<file path="src/rtl/uart_rx_char.sv">
// 8N1 UART receiver producing the char/en strobe for the terminal display.
// Define UART_RX_PARITY_EN to expect an even-parity bit between D7 and STOP.
//
// state    | meaning
// ---------+---------------------------------------------------------
// IDLE     | line idle, waiting for rxs low
// START    | half-bit wait, confirm start bit or reject glitch
// DATA     | sample 8 data bits LSB first, one per bit period
// PARITY   | sample even-parity bit (UART_RX_PARITY_EN only)
// STOP     | sample stop bit, emit en or frame_err
// RECOVER  | after a low stop bit, wait for the line to return high

module uart_rx_char #(
    parameter int CLK_HZ     = 100_000_000,
    parameter int BAUD       = 9600,
    parameter int OVERSAMPLE = 16
) (
    input  logic       clk,
    input  logic       reset_n,
    input  logic       rx,
    output logic [7:0] char,
    output logic       en,
    output logic       frame_err,
    output logic       busy
);

    localparam int DIV = CLK_HZ / (BAUD * OVERSAMPLE);
    localparam int DW  = (DIV > 1) ? $clog2(DIV) : 1;
    localparam int OW  = $clog2(OVERSAMPLE);

    localparam logic [DW-1:0] DIV_M1     = DW'(DIV - 1);
    localparam logic [OW-1:0] OS_M1      = OW'(OVERSAMPLE - 1);
    localparam logic [OW-1:0] OS_HALF_M1 = OW'(OVERSAMPLE / 2 - 1);

    typedef enum logic [2:0] {
        S_IDLE,
        S_START,
        S_DATA,
        S_STOP,
        S_RECOVER
`ifdef UART_RX_PARITY_EN
        , S_PARITY
`endif
    } state_t;

    state_t          state_q, state_d;
    logic            meta_q, rxs_q;
    logic [DW-1:0]   div_q, div_d;
    logic [OW-1:0]   os_q, os_d;
    logic [2:0]      bit_q, bit_d;
    logic [7:0]      sh_q, sh_d;
    logic [7:0]      char_q, char_d;
    logic            en_q, en_d;
    logic            fe_q, fe_d;
    logic            tick, sample, frame_ok;
`ifdef UART_RX_PARITY_EN
    logic            par_q, par_d;
    logic            perr_q, perr_d;
`endif

    always_ff @(posedge clk or negedge reset_n) begin
        if (!reset_n) begin
            meta_q  <= 1'b1;
            rxs_q   <= 1'b1;
            state_q <= S_IDLE;
            div_q   <= '0;
            os_q    <= '0;
            bit_q   <= '0;
            sh_q    <= '0;
            char_q  <= '0;
            en_q    <= 1'b0;
            fe_q    <= 1'b0;
`ifdef UART_RX_PARITY_EN
            par_q   <= 1'b0;
            perr_q  <= 1'b0;
`endif
        end else begin
            meta_q  <= rx;
            rxs_q   <= meta_q;
            state_q <= state_d;
            div_q   <= div_d;
            os_q    <= os_d;
            bit_q   <= bit_d;
            sh_q    <= sh_d;
            char_q  <= char_d;
            en_q    <= en_d;
            fe_q    <= fe_d;
`ifdef UART_RX_PARITY_EN
            par_q   <= par_d;
            perr_q  <= perr_d;
`endif
        end
    end

    // Tick divider is a free-running down-counter; os_q counts ticks down to the sample point.
    always_comb begin
        tick    = (div_q == '0);
        sample  = tick && (os_q == '0);
        div_d   = tick ? DIV_M1 : div_q - DW'(1);
        os_d    = tick ? os_q - OW'(1) : os_q;
        state_d = state_q;
        bit_d   = bit_q;
        sh_d    = sh_q;
        char_d  = char_q;
        en_d    = 1'b0;
        fe_d    = 1'b0;
`ifdef UART_RX_PARITY_EN
        par_d    = par_q;
        perr_d   = perr_q;
        frame_ok = rxs_q && !perr_q;
`else
        frame_ok = rxs_q;
`endif

        case (state_q)
            S_IDLE: begin
                if (!rxs_q) begin
                    state_d = S_START;
                    div_d   = DIV_M1;
                    os_d    = OS_HALF_M1;
                end
            end
            S_START: begin
                if (sample) begin
                    if (rxs_q) begin
                        state_d = S_IDLE;
                    end else begin
                        state_d = S_DATA;
                        os_d    = OS_M1;
                        bit_d   = 3'd0;
`ifdef UART_RX_PARITY_EN
                        par_d   = 1'b0;
`endif
                    end
                end
            end
            S_DATA: begin
                if (sample) begin
                    sh_d  = {rxs_q, sh_q[7:1]};
                    os_d  = OS_M1;
                    bit_d = bit_q + 3'd1;
`ifdef UART_RX_PARITY_EN
                    par_d = par_q ^ rxs_q;
                    if (bit_q == 3'd7) state_d = S_PARITY;
`else
                    if (bit_q == 3'd7) state_d = S_STOP;
`endif
                end
            end
`ifdef UART_RX_PARITY_EN
            S_PARITY: begin
                if (sample) begin
                    perr_d  = par_q ^ rxs_q;
                    os_d    = OS_M1;
                    state_d = S_STOP;
                end
            end
`endif
            S_STOP: begin
                if (sample) begin
                    if (frame_ok) begin
                        char_d  = sh_q;
                        en_d    = 1'b1;
                        state_d = S_IDLE;
                    end else begin
                        fe_d    = 1'b1;
                        // A good stop bit after a parity error needs no recovery wait.
                        state_d = rxs_q ? S_IDLE : S_RECOVER;
                    end
                end
            end
            S_RECOVER: begin
                if (rxs_q) state_d = S_IDLE;
            end
            default: state_d = S_IDLE;
        endcase
    end

    assign char      = char_q;
    assign en        = en_q;
    assign frame_err = fe_q;
    assign busy      = (state_q != S_IDLE);

endmodule

</file>
<file path="config.mk">
export PLATFORM = sky130hd
export DESIGN_NAME = uart_rx_char
export DESIGN_NICKNAME = d
export VERILOG_FILES = /design/src/rtl/uart_rx_char.sv
export SDC_FILE = /design/constraint.sdc
export NUM_CORES = 1
export LEC_CHECK = 0
export BUFFER_PORTS_ARGS = -buffer_cell sky130_fd_sc_hd__buf_2
export CAP_MARGIN = 25
export CORE_ASPECT_RATIO = 0.9
export CORE_UTILIZATION = 29
export CTS_CLUSTER_DIAMETER = 40
export DETAILED_ROUTE_END_ITERATION = 12
export PLACE_DENSITY = 0.55
export SYNTH_ARGS = -nofsm -noshare
export SYNTH_HDL_FRONTEND = slang
export SYNTH_SLANG_ARGS = --single-unit
</file>
<file path="constraint.sdc">
create_clock -name clk -period 2.81 [get_ports clk]
set_input_delay 0.281 -clock clk [delete_from_list [all_inputs] [get_ports clk]]
set_output_delay 0.281 -clock clk [all_outputs]
set_load 0.01 [all_outputs]
</file>
After elaboration in Yosys (flattened, before gate mapping)
Cells that the tools add are included.
Cells by class
  div/mod/pow operators: 0
  bitwise operators: 0
  multiply operators: 0
  $lt $le $gt $ge: 0
  add/sub/neg operators: 3
  equality and inequality tests: 12
  shifts and indexed selects: 0
  reduce and logical (&&, ||, !) cells: 10
  mux-type cells: 28
Operator list (number)
  two-way mux 10 bit: 3
  two-way mux 3 bit: 10
  two-way mux 4 bit: 5
  one-hot mux 3 bit (5 select lines): 1
  != test 2 bit, second input constant: 7
  one-hot mux 4 bit (3 select lines): 1
  zero test 10 bit: 1
  subtractor 10 x 1 -> 10 bit, second input constant: 1
  == test 3 x 2 -> 1 bit, second input constant: 2
  == test 3 bit, second input constant: 2
  two-way mux 1 bit: 6
  one-hot mux 3 bit (2 select lines): 1
  AND reduction 6 bit: 1
  zero test 4 bit: 1
  AND reduction 4 bit: 1
  subtractor 4 x 1 -> 4 bit, second input constant: 1
  adder 3 x 1 -> 3 bit, second input constant: 1
  == test 3 x 1 -> 1 bit, second input constant: 1
  zero test 3 bit: 1
  AND reduction 3 bit: 1
  nonzero test 3 bit: 1
  two-way mux 2 bit: 1
  AND reduction 2 bit: 1
  nonzero test 2 bit: 1
  logical AND 1 bit: 1
Word-level totals
  bits in writable memories: 0
  bits of input ports: 3
  logic and storage cells: 63
  memory bits (read-only): 0
  bits in latches: 0
  memories kept: 0
  bits in registers: 40

Depth between registers and ports, before layout
Gate-level depths: netlist of run 1.
  word-level depth: 5
  gate-level depth with buffers: 8
  gate-level depth less buffers: 6

Least setup slack after synthesis of run 1
Ideal clock, no wire load.
  path type: reg-to-reg
  from: register div_q[0]
  to: register bit_q[0]
  path slack: 0.804 ns
  data arrival time: 1.881 ns
  path buffers: 2
  data required time: 2.685 ns
  period minus slack after synthesis: 2.006 ns
  cell stages (with the launch flop): 9
  path through: dfrtp_1 > inv_1 > ha_1 > nor3b_2 > and4_1 > buf_4 > or3b_1 > clkbuf_2 > mux2_4
Between the ends
  word-level cells in the longest chain between the ends: 4
  elaborated cells between the ends (all ways): 5
  those cells by class: 2 x eq/ne; 3 x reduce/logical
Ends and longest elaborated chain
  start: declaration: line 48  | logic [DW-1:0] div_q, div_d;
  start signal: assignment: line 81  | div_q <= div_d;
  zero test 10 bit *: line 97  | tick = (div_q == '0);
  logical AND 1 bit *: line 98  | sample = tick && (os_q == '0);
  != test 2 bit (no line)
  AND reduction 4 bit (no line) *
  end signal: assignment: line 83  | bit_q <= bit_d;
  end: declaration: line 50  | logic [2:0] bit_q, bit_d;
Mark *: on every way between the ends. The rest lies on a longest branch, timed or not.
A chain may end at the register's enable or synchronous reset.

Worst setup path after layout of run 1
Same ends and word-level chain as after synthesis.

==> results.ini, run 1 <==
[setup_path]
crit_path_max_fanout=8
cp_slowest_stage_delay_ns=0.52
rr_startpoint=div_q[0]$_DFF_PN0_
crit_start=div_q[0]$_DFF_PN0_
slowest_stage=or3b_1
crit_family=simple AND/OR/NAND/NOR gates
crit_buf_inv=1
crit_chain=inv_1, ha_1, nor3b_2, and4_1, or3b_1, mux2_4
critPathKind=register to register
cp-start-kind=register
crit_required_ns=3.00
critPathCaptureType=register
worstPathArrival_ns=2.44

[grt]
grtUsageTotal_pct=10.5
grt_pass1_vias=1096
grt_util_met2_pct=15.5
grt_overflow=0
grt_pass1_wl_mm=5.23
antenna_found_initial=0
busiest_layer=met2
met1_usage_pct=14.3
grtUsageMet3_pct=3.03
grt_start_max_net_pins=41

[final_layout]
n_fill_cell=617
final_cell_area_um2=2000
final_nets=172
regArea_um2=1000
layout-drive-gt1-share_pct=26.8
antenna_cells=0
multi_input_area_um2=719
area_delta_synth_final_pct=12.7

[logic_synthesis]
synth_cell_types=37
yosysTopAreaCellShare_pct=53.6
ys_ff_latch=40
syn-num-nets=158
ys_warn_count=0
postSynthCellCount=149
syn_area_per_cell_um2=11.9
synthTopCellsByArea=dfrtp_1 54%, mux2_2 10%, ha_1 4.2%
netlist_area_um2=1770
synth_top_area_cell=dfrtp_1
yosysSeqAreaShare_pct=56.6

[sta]
finalWorstSetupSlack_ns=0.562
post-route-period-util_pct=80.0
worst-slew-pin-transition_ns=0.858
fmax_mhz=445
fin_crit_ns=2.25
setup_viol=0
finalClockSkew_ns=0.00716
finalHoldViolCount=0
fin_hold_ws_ns=0.0693
grt_setup_unrepaired=false
maxSlewViolCount=0
max-slew-margin-rel_pct=42.8
setup_tns_ns=0

[die]
coreArea_um2=5790
start_util_pct=30.6
fp.dieW_um=84.5
die-area_um2=6440
die_h_um=76.2
ios=14
rows=26

[clock_network]
htree_levels=2
cts_hold_buf=0
path_clk_slew_ns=0.08
cts_tree=done
cts_sinks=40
cts-resized-gates=0
postCtsSetupBuffers=0
insertion_delay_ns=0.30
root_buffer=clkbuf_8
clk_path_buf_depth=2
numCtsBuffers=5

[run]
maxCapViolCount=0

[detailed_routing]
vias=1070
routed_wl_mm=2.98
post_drt_wl_per_cell_um=12.7
first_pass_iters=4
drc=0
detail-route-antenna-nets=0
first_iter_violations=56
via_per_inst=4.57

[status]
status=finished, final reports clean

[place]
pre_cts_ws_ns=0.598
dpl_cell_area_um2=1900
io_buffer_count=13
dp_hpwl_mm=2.03
gp_congestion=0.691

[power]
power_density_nw_per_um2=501
ir_worst_vdd_mv=0.251
power.static_leakage_uw=0.000985

[hold_path]
hold_path_startpoint=rx
hold_path_class=input port to register

-- area by class of cell --
cell class                      count  area share, %
Tap cell                           70           4.38
Clock buffer                        6           4.13
Timing Repair Buffer               14           3.63
Inverter                            5          0.939
Clock inverter                      2          0.751
Multi-Input combinational cell     97           36.0
Sequential cell                    40           50.2
-- flip-flops by register name (all words and copies together) (netlist names) --
register,flops
os_q,4
meta_q,1
en,1
frame_err,1
bit_q,3
state_q,3
frame_ok,1
div_q,10
sh_q,8
char,8
-- metrics by stage --
stage	total power (µW)	utilization (%)	std cells
floorplan	591	-	149
global placement	605	32.8	226
detailed placement	605	32.8	226
CTS	1010	34.5	234
global route	1040	34.5	234
finish	1000	34.5	234
-- kinds of logic (layout without fill, tap and decap cells) --
logic type                 after synthesis  in the layout  synth area share, %
muxes                                   18             18                 11.6
xor gates and xnor gates                10             10                 4.94
buffers and inverters                   12             27                 2.89
and+or+nand+nor                         53             53                 15.6
DFF                                     40             40                 56.6
AOI/OAI and AO/OA                       10             10                 4.23
adders and majority gates                6              6                 4.23
-- cell usage in the layout, fill, tap and decap left out --
| master | netlist | final |
|---|---|---|
| a211oi_1 | 1 | 1 |
| a21boi_0 | 1 | 1 |
| a21oi_1 | 2 | 2 |
| a22o_1 | 2 | 2 |
| a311oi_1 | 1 | 1 |
| and2_1 | 1 | 1 |
| and3_1 | 3 | 3 |
| and4_1 | 1 | 1 |
| buf_2 | 1 | 13 |
| buf_4 | 1 | 1 |
| clkbuf_8 | 0 | 6 |
| clkinvlp_4 | 0 | 2 |
| dfrtp_1 | 38 | 38 |
| dfstp_2 | 2 | 2 |
| ha_1 | 6 | 6 |
| inv_1 | 5 | 5 |
| mux2_2 | 16 | 16 |
| mux2_4 | 1 | 1 |
| mux2i_1 | 1 | 1 |
| nand2_1 | 14 | 14 |
| nand2b_1 | 1 | 1 |
| nand3_1 | 6 | 6 |
| nand3b_1 | 1 | 1 |
| nand4_1 | 3 | 3 |
| nand4b_1 | 1 | 1 |
| nor2_1 | 14 | 14 |
| nor3_1 | 3 | 3 |
| nor3_4 | 1 | 1 |
| nor3b_1 | 1 | 1 |
| nor3b_2 | 1 | 1 |
| o2111ai_1 | 1 | 1 |
| o21ai_0 | 1 | 1 |
| o21ba_2 | 1 | 1 |
| or3_1 | 1 | 1 |
| or3b_1 | 1 | 1 |
| xnor2_1 | 3 | 3 |
| xor2_1 | 7 | 7 |
-- power by group --
group	switching [µW]	internal (µW)
Clock	211	199
Sequential	1.64	578
Combinational	11.4	1.39
Total	224	778
-- layer usage --
metal | vias to the layer above | wire [µm]
met5 | - | 0
met3 | 7 | 114
li1 | 533 | -
met1 | 513 | 1540
met2 | 17 | 1280
met4 | 0 | 51
-- final timing paths --
check / to / slack (ns) / depth (start not counted)
min reg2reg: frame_ok$_DFF_PN1_ / 0.36 / 0
max reg2reg: bit_q[0]$_DFFE_PN0P_ / 0.56 / 6
max: bit_q[0]$_DFFE_PN0P_ / 0.56 / 6
max in group asynchronous: char[1]$_DFFE_PN0P_ / 2.19 / 1
min in group asynchronous: div_q[6]$_DFF_PN0_ / 0.09 / 1
min: meta_q$_DFF_PN1_ / 0.07 / 1
-- cells in the mapped netlist (all sizes together) --
cell type	number
a211oi	1
o21ba	1
mux2i	1
xnor2	3
dfrtp	38
and2	1
nor3b	2
nand4b	1
a21boi	1
a311oi	1
nand4	3
clkbuf	5
buf	2
and4	1
a22o	2
o2111ai	1
or3b	1
nand3	6
mux2	17
nor2	14
xor2	7
ha	6
nand2b	1
dfstp	2
o21ai	1
nor3	4
a21oi	2
inv	5
or3	1
nand2	14
nand3b	1
and3	3
Note: power is estimated with default switching activity, not from simulation.
==> run 2: changes to the inputs <==
--- a/config.mk
+++ b/config.mk
@@ -11,7 +11,7 @@
 export CORE_UTILIZATION = 29
 export CTS_CLUSTER_DIAMETER = 40
 export DETAILED_ROUTE_END_ITERATION = 12
-export PLACE_DENSITY = 0.55
+export PLACE_DENSITY = 0.57
 export SYNTH_ARGS = -nofsm -noshare
 export SYNTH_HDL_FRONTEND = slang
 export SYNTH_SLANG_ARGS = --single-unit
==> constraint.sdc (replaced) <==
create_clock -name clk -period 1.9 [get_ports clk]
set_input_delay 0.19 -clock clk [delete_from_list [all_inputs] [get_ports clk]]
set_output_delay 0.19 -clock clk [all_outputs]
set_load 0.01 [all_outputs]
==> results.ini, run 2 (synthesis results as in run 1) <==
[detailed_routing]
vias=1147
post_drt_wl_per_cell_um=12.4
first_iter_violations=79
first_pass_iters=8
detail-route-antenna-nets=0
drc=2
routed_wl_mm=3.10
via_per_inst=4.57

[power]
internal-power_uw=1160
p_sw_uw=301
ir_worst_vdd_mv=0.273
p_clk_share_pct=39.5
power_density_nw_per_um2=674
power.static_leakage_uw=0.00107
power_uw=1460
p_comb_share_pct=1.7
seq_power_share_pct=58.8
swShare_pct=20.7

[hold_path]
hold_path_class=register to register

[final_layout]
final_cell_mix=38 x dfrtp_1, 16 x mux2_2, 16 x buf_4, 14 x nor2_1, 14 x nand2_1
antenna_cells=0
multi_input_area_um2=758
final_nets=189
layout_commonest_cell=dfrtp_1
area_delta_synth_final_pct=21.9
largest_register_ffs=10
layout-drive-gt1-share_pct=35.9
regArea_um2=1000
regMostFlops=div_q
n_fill_cell=580

[place]
pre_cts_ws_ns=-0.0298
io_buffer_count=13
dp_hpwl_mm=2.14
gp_congestion=0.720

[clock_network]
numCtsBuffers=5
clk_path_buf_depth=2
root_buffer=clkbuf_8
htree_levels=2
path_clk_slew_ns=0.07
cts_tree=done
cts_sinks=40
insertion_delay_ns=0.29

[status]
violations=design-rule violations
status=finished with violations

[die]
rows=26
coreArea_um2=5790
start_util_pct=30.6
die-area_um2=6440
ios=14
fp.dieW_um=84.5
die_h_um=76.2

[sta]
setup_tns_ns=0
finalHoldViolCount=0
fin_crit_ns=1.83
setup_viol=0
worst-slew-pin-transition_ns=0.522
max-slew-margin-rel_pct=65.2
fmax_mhz=546
finalWorstSetupSlack_ns=0.0684
post-route-period-util_pct=96.4
maxSlewViolCount=0
finalClockSkew_ns=0.00415

[grt]
grtUsageTotal_pct=10.8
grt_pass1_wl_mm=5.46
grt_pass1_vias=1142
busiest_layer=met1
grt_util_met2_pct=15.2
grt_overflow=0
met1_usage_pct=15.4
grtUsageMet3_pct=3.03
antenna_found_initial=0
grt_start_max_net_pins=41

[setup_path]
crit_family=simple AND/OR/NAND/NOR gates
critPathCaptureType=register
cp_slowest_stage_delay_ns=0.40
crit_chain=inv_2, ha_4, nor3b_4, and4_4, or3b_4, mux2_4
crit_buf_inv=1
critPathKind=register to register
cp-start-kind=register
crit_required_ns=2.08
crit_path_max_fanout=5
worstPathArrival_ns=2.01
slowest_stage=or3b_4

[run]
maxCapViolCount=0

==> run 2: cell types whose count changed in the layout (fill, tap and decap cells not counted), sizes merged <==
cell / change
buf: +15
clkbuf: +2
clkinvlp: -2
dlygate4sd3: +2
==> run 2: layout make-up <==
class / instances / share of cell area [%]
Inverter: 5 / 0.868
Multi-Input combinational cell: 97 / 35.0
Tap cell: 70 / 4.05
Timing Repair Buffer: 31 / 9.49
Clock buffer: 8 / 4.16
Sequential cell: 40 / 46.4
==> run 2: power groups by stage <==
stage | clock (µW) | sequential (µW) | combinational [µW]
global placement | 0 | 874 | 22.8
finish | 577 | 857 | 24.6
CTS | 605 | 857 | 26.1
floorplan | 0 | 873 | 1.53
detailed placement | 0 | 874 | 22.9
global route | 644 | 857 | 29.4
==> run 2: routing by layer <==
layer	share of wire, %	vias up	wire, µm
met5	0	-	0
met4	2.1	0	64
met3	2.7	7	84
met2	42	17	1300
met1	53	553	1660
li1	-	570	-
==> run 2: final timing paths <==
check	from	end	slack (ns)	cells after the start
max in group asynchronous	reset_n	meta_q$_DFF_PN1_	1.03	3
worst min-delay path	meta_q$_DFF_PN1_	frame_ok$_DFF_PN1_	0.36	0
min in group asynchronous	reset_n	bit_q[1]$_DFFE_PN0P_	0.48	3
worst max-delay path	div_q[0]$_DFF_PN0_	bit_q[0]$_DFFE_PN0P_	0.07	6
worst max register to register	div_q[0]$_DFF_PN0_	bit_q[0]$_DFFE_PN0P_	0.07	6
worst min register to register	meta_q$_DFF_PN1_	frame_ok$_DFF_PN1_	0.36	0
==> run 2: repair_timing <==
item	CTS	global route
endpoints found under the setup margin	16	21
endpoints found under the hold margin	39	0
hold buffers	2	0
pin swaps	1	1
resized for setup	3	7
setup buffers	0	2
==> run 2: stage by stage <==
stage | instance area, µm² | instances | hold WS (ns) | util [%]
after detailed placement | 2030 | 240 | 0.285 | 35.0
after CTS | 2140 | 250 | 0.359 | 37.0
after floorplan | 1780 | 149 | -0.106 | -
final | 2160 | 251 | 0.358 | 37.4
after global placement | 2030 | 240 | 0.282 | 35.0
after global routing | 2160 | 251 | 0.363 | 37.4
==> run 3: changes to the inputs <==
==> constraint.sdc (replaced) <==
create_clock -name clk -period 1.6 [get_ports clk]
set_input_delay 0.16 -clock clk [delete_from_list [all_inputs] [get_ports clk]]
set_output_delay 0.16 -clock clk [all_outputs]
set_load 0.01 [all_outputs]
==> results.ini, run 3 (synthesis results as in run 1) <==
[status]
status=finished with violations
violations=design-rule violations, negative setup slack

[final_layout]
largest_register_ffs=10
regArea_um2=1000
regMostFlops=div_q
antenna_cells=0
layout_commonest_cell=dfrtp_1
multi_input_area_um2=850
final_cell_mix=38 x dfrtp_1, 32 x buf_4, 14 x nor2_1, 13 x nand2_1, 13 x buf_2
n_fill_cell=558
area_delta_synth_final_pct=40.1
layout-drive-gt1-share_pct=48.0
final_nets=208

[place]
io_buffer_count=13
gp_congestion=0.727
pre_cts_ws_ns=-0.321
dp_hpwl_mm=2.24

[setup_path]
slowest_stage=or3b_4
crit_required_ns=1.78
cp-start-kind=register
worstPathArrival_ns=2.03
cp_slowest_stage_delay_ns=0.41
critPathKind=register to register
worst-r2r-cell-count=6
crit_chain=inv_2, ha_2, nor3b_4, and4_4, or3b_4, mux2_4
ff2ff_setup_slack_ns=-0.24
rr_startpoint=os_q[0]$_DFF_PN0_
crit_family=simple AND/OR/NAND/NOR gates
crit_path_max_fanout=4
critPathCaptureType=register
crit_buf_inv=1
r2r-end=bit_q[0]$_DFFE_PN0P_

[sta]
max-slew-margin-rel_pct=66.8
setup_viol=25
fin_hold_ws_ns=0.358
finalWorstSetupSlack_ns=-0.244
worst-slew-pin-transition_ns=0.499
grt_setup_unrepaired=true
finalHoldViolCount=0
maxSlewViolCount=0
fin_crit_ns=1.84
finalClockSkew_ns=0.00338
fmax_mhz=542
post-route-period-util_pct=115

[detailed_routing]
routed_wl_mm=3.46
detail-route-antenna-nets=0
drc=4
post_drt_wl_per_cell_um=12.8
first_pass_iters=8
first_iter_violations=63
vias=1234
via_per_inst=4.57

[die]
die_h_um=76.2
die-area_um2=6440
fp.dieW_um=84.5
start_util_pct=30.6
coreArea_um2=5790
rows=26
ios=14

[grt]
grt_overflow=0
grt_pass1_vias=1228
grt_pass1_wl_mm=5.75
busiest_layer=met2
met1_usage_pct=15.5
grtUsageTotal_pct=11.6
grt_start_max_net_pins=41
grt_util_met2_pct=17.6
antenna_found_initial=0
grtUsageMet3_pct=3.14

[hold_path]
hold_path_class=register to register
min_to=frame_ok$_DFF_PN1_
hold_path_startpoint=meta_q$_DFF_PN1_
holdPathStages=0

[run]
maxCapViolCount=0

[power]
power.static_leakage_uw=0.00122
power_uw=2180
ir_worst_vdd_mv=0.301
power_density_nw_per_um2=879

[clock_network]
cts_sinks=40
insertion_delay_ns=0.29
clk_path_buf_depth=2
path_clk_slew_ns=0.08
root_buffer=clkbuf_8
numCtsBuffers=5
htree_levels=2
cts_tree=done

[run 3: cell types whose count changed in the layout (fill, tap and decap cells not counted), moves of 2 or more]
cell	previous run	this run
inv_1	3	1
inv_2	2	4
clkbuf_1	2	0
mux2_4	1	11
buf_6	0	2
buf_4	16	32
mux2_2	16	6
bufinv_16	0	3
[run 3: timing repair]
item	4_1_cts	5_1_grt
buffers inserted	5	5
pin swaps	4	3
hold buffers	2	0
setup endpoints to repair	25	38
gates cloned	0	0
resized for setup	18	18
endpoints found under the hold margin	39	0
[run 3: worst max-delay path by stage]
stage,startpoint,endpoint,cells after the start
2_1_floorplan,div_q[0]$_DFF_PN0_,bit_q[0]$_DFFE_PN0P_,8
3_3_place_gp,os_q[0]$_DFF_PN0_,bit_q[0]$_DFFE_PN0P_,6
3_5_place_dp,os_q[0]$_DFF_PN0_,bit_q[0]$_DFFE_PN0P_,6
4_1_cts,div_q[1]$_DFF_PN0_,bit_q[0]$_DFFE_PN0P_,6
5_1_grt,os_q[0]$_DFF_PN0_,bit_q[0]$_DFFE_PN0P_,6
6_report,os_q[0]$_DFF_PN0_,bit_q[0]$_DFFE_PN0P_,6
[run 3: worst reg2reg max path, stage by stage (launching register included)]
cell     delay (ns)
dfrtp_1        0.39
inv_2          0.06
ha_2           0.16
nor3b_4        0.18
and4_4         0.26
or3b_4         0.41
mux2_4         0.27
[run 3: per-layer routing]
metal / part of all wire (%) / routed length [µm]
met1: 49 / 1690
met4: 2.1 / 72
met5: 0 / 0
met3: 2.9 / 100
met2: 46 / 1600
[run 3: area by class of cell]
| class | instances | share of cell area [%] |
|---|---|---|
| clock inverters | 3 | 3.62 |
| inverters | 5 | 0.755 |
| clock buffers | 5 | 2.77 |
| flip-flops and latches | 40 | 40.4 |
| repair buffers | 50 | 14.8 |
| well taps | 70 | 3.52 |
| multi-input cells | 97 | 34.2 |
[run 3: where the power goes]
part           total, µW  internal, µW  switching (µW)
sequential          1020          1010            2.94
clock               1140           780             356
combinational       30.9          8.75            22.2
total               2180          1800             381
[run 3: stage by stage]
stage / util (%) / TNS, ns / area [µm²] / instances
4_1_cts: 41.3 / -4.04 / 2390 / 267
6_report: 42.9 / -4.41 / 2490 / 270
3_3_place_gp: 36.5 / -4.74 / 2120 / 252
3_5_place_dp: 36.5 / -5.52 / 2120 / 252
2_1_floorplan: - / -5.18 / 1790 / 149
5_1_grt: 42.9 / -6.16 / 2490 / 270
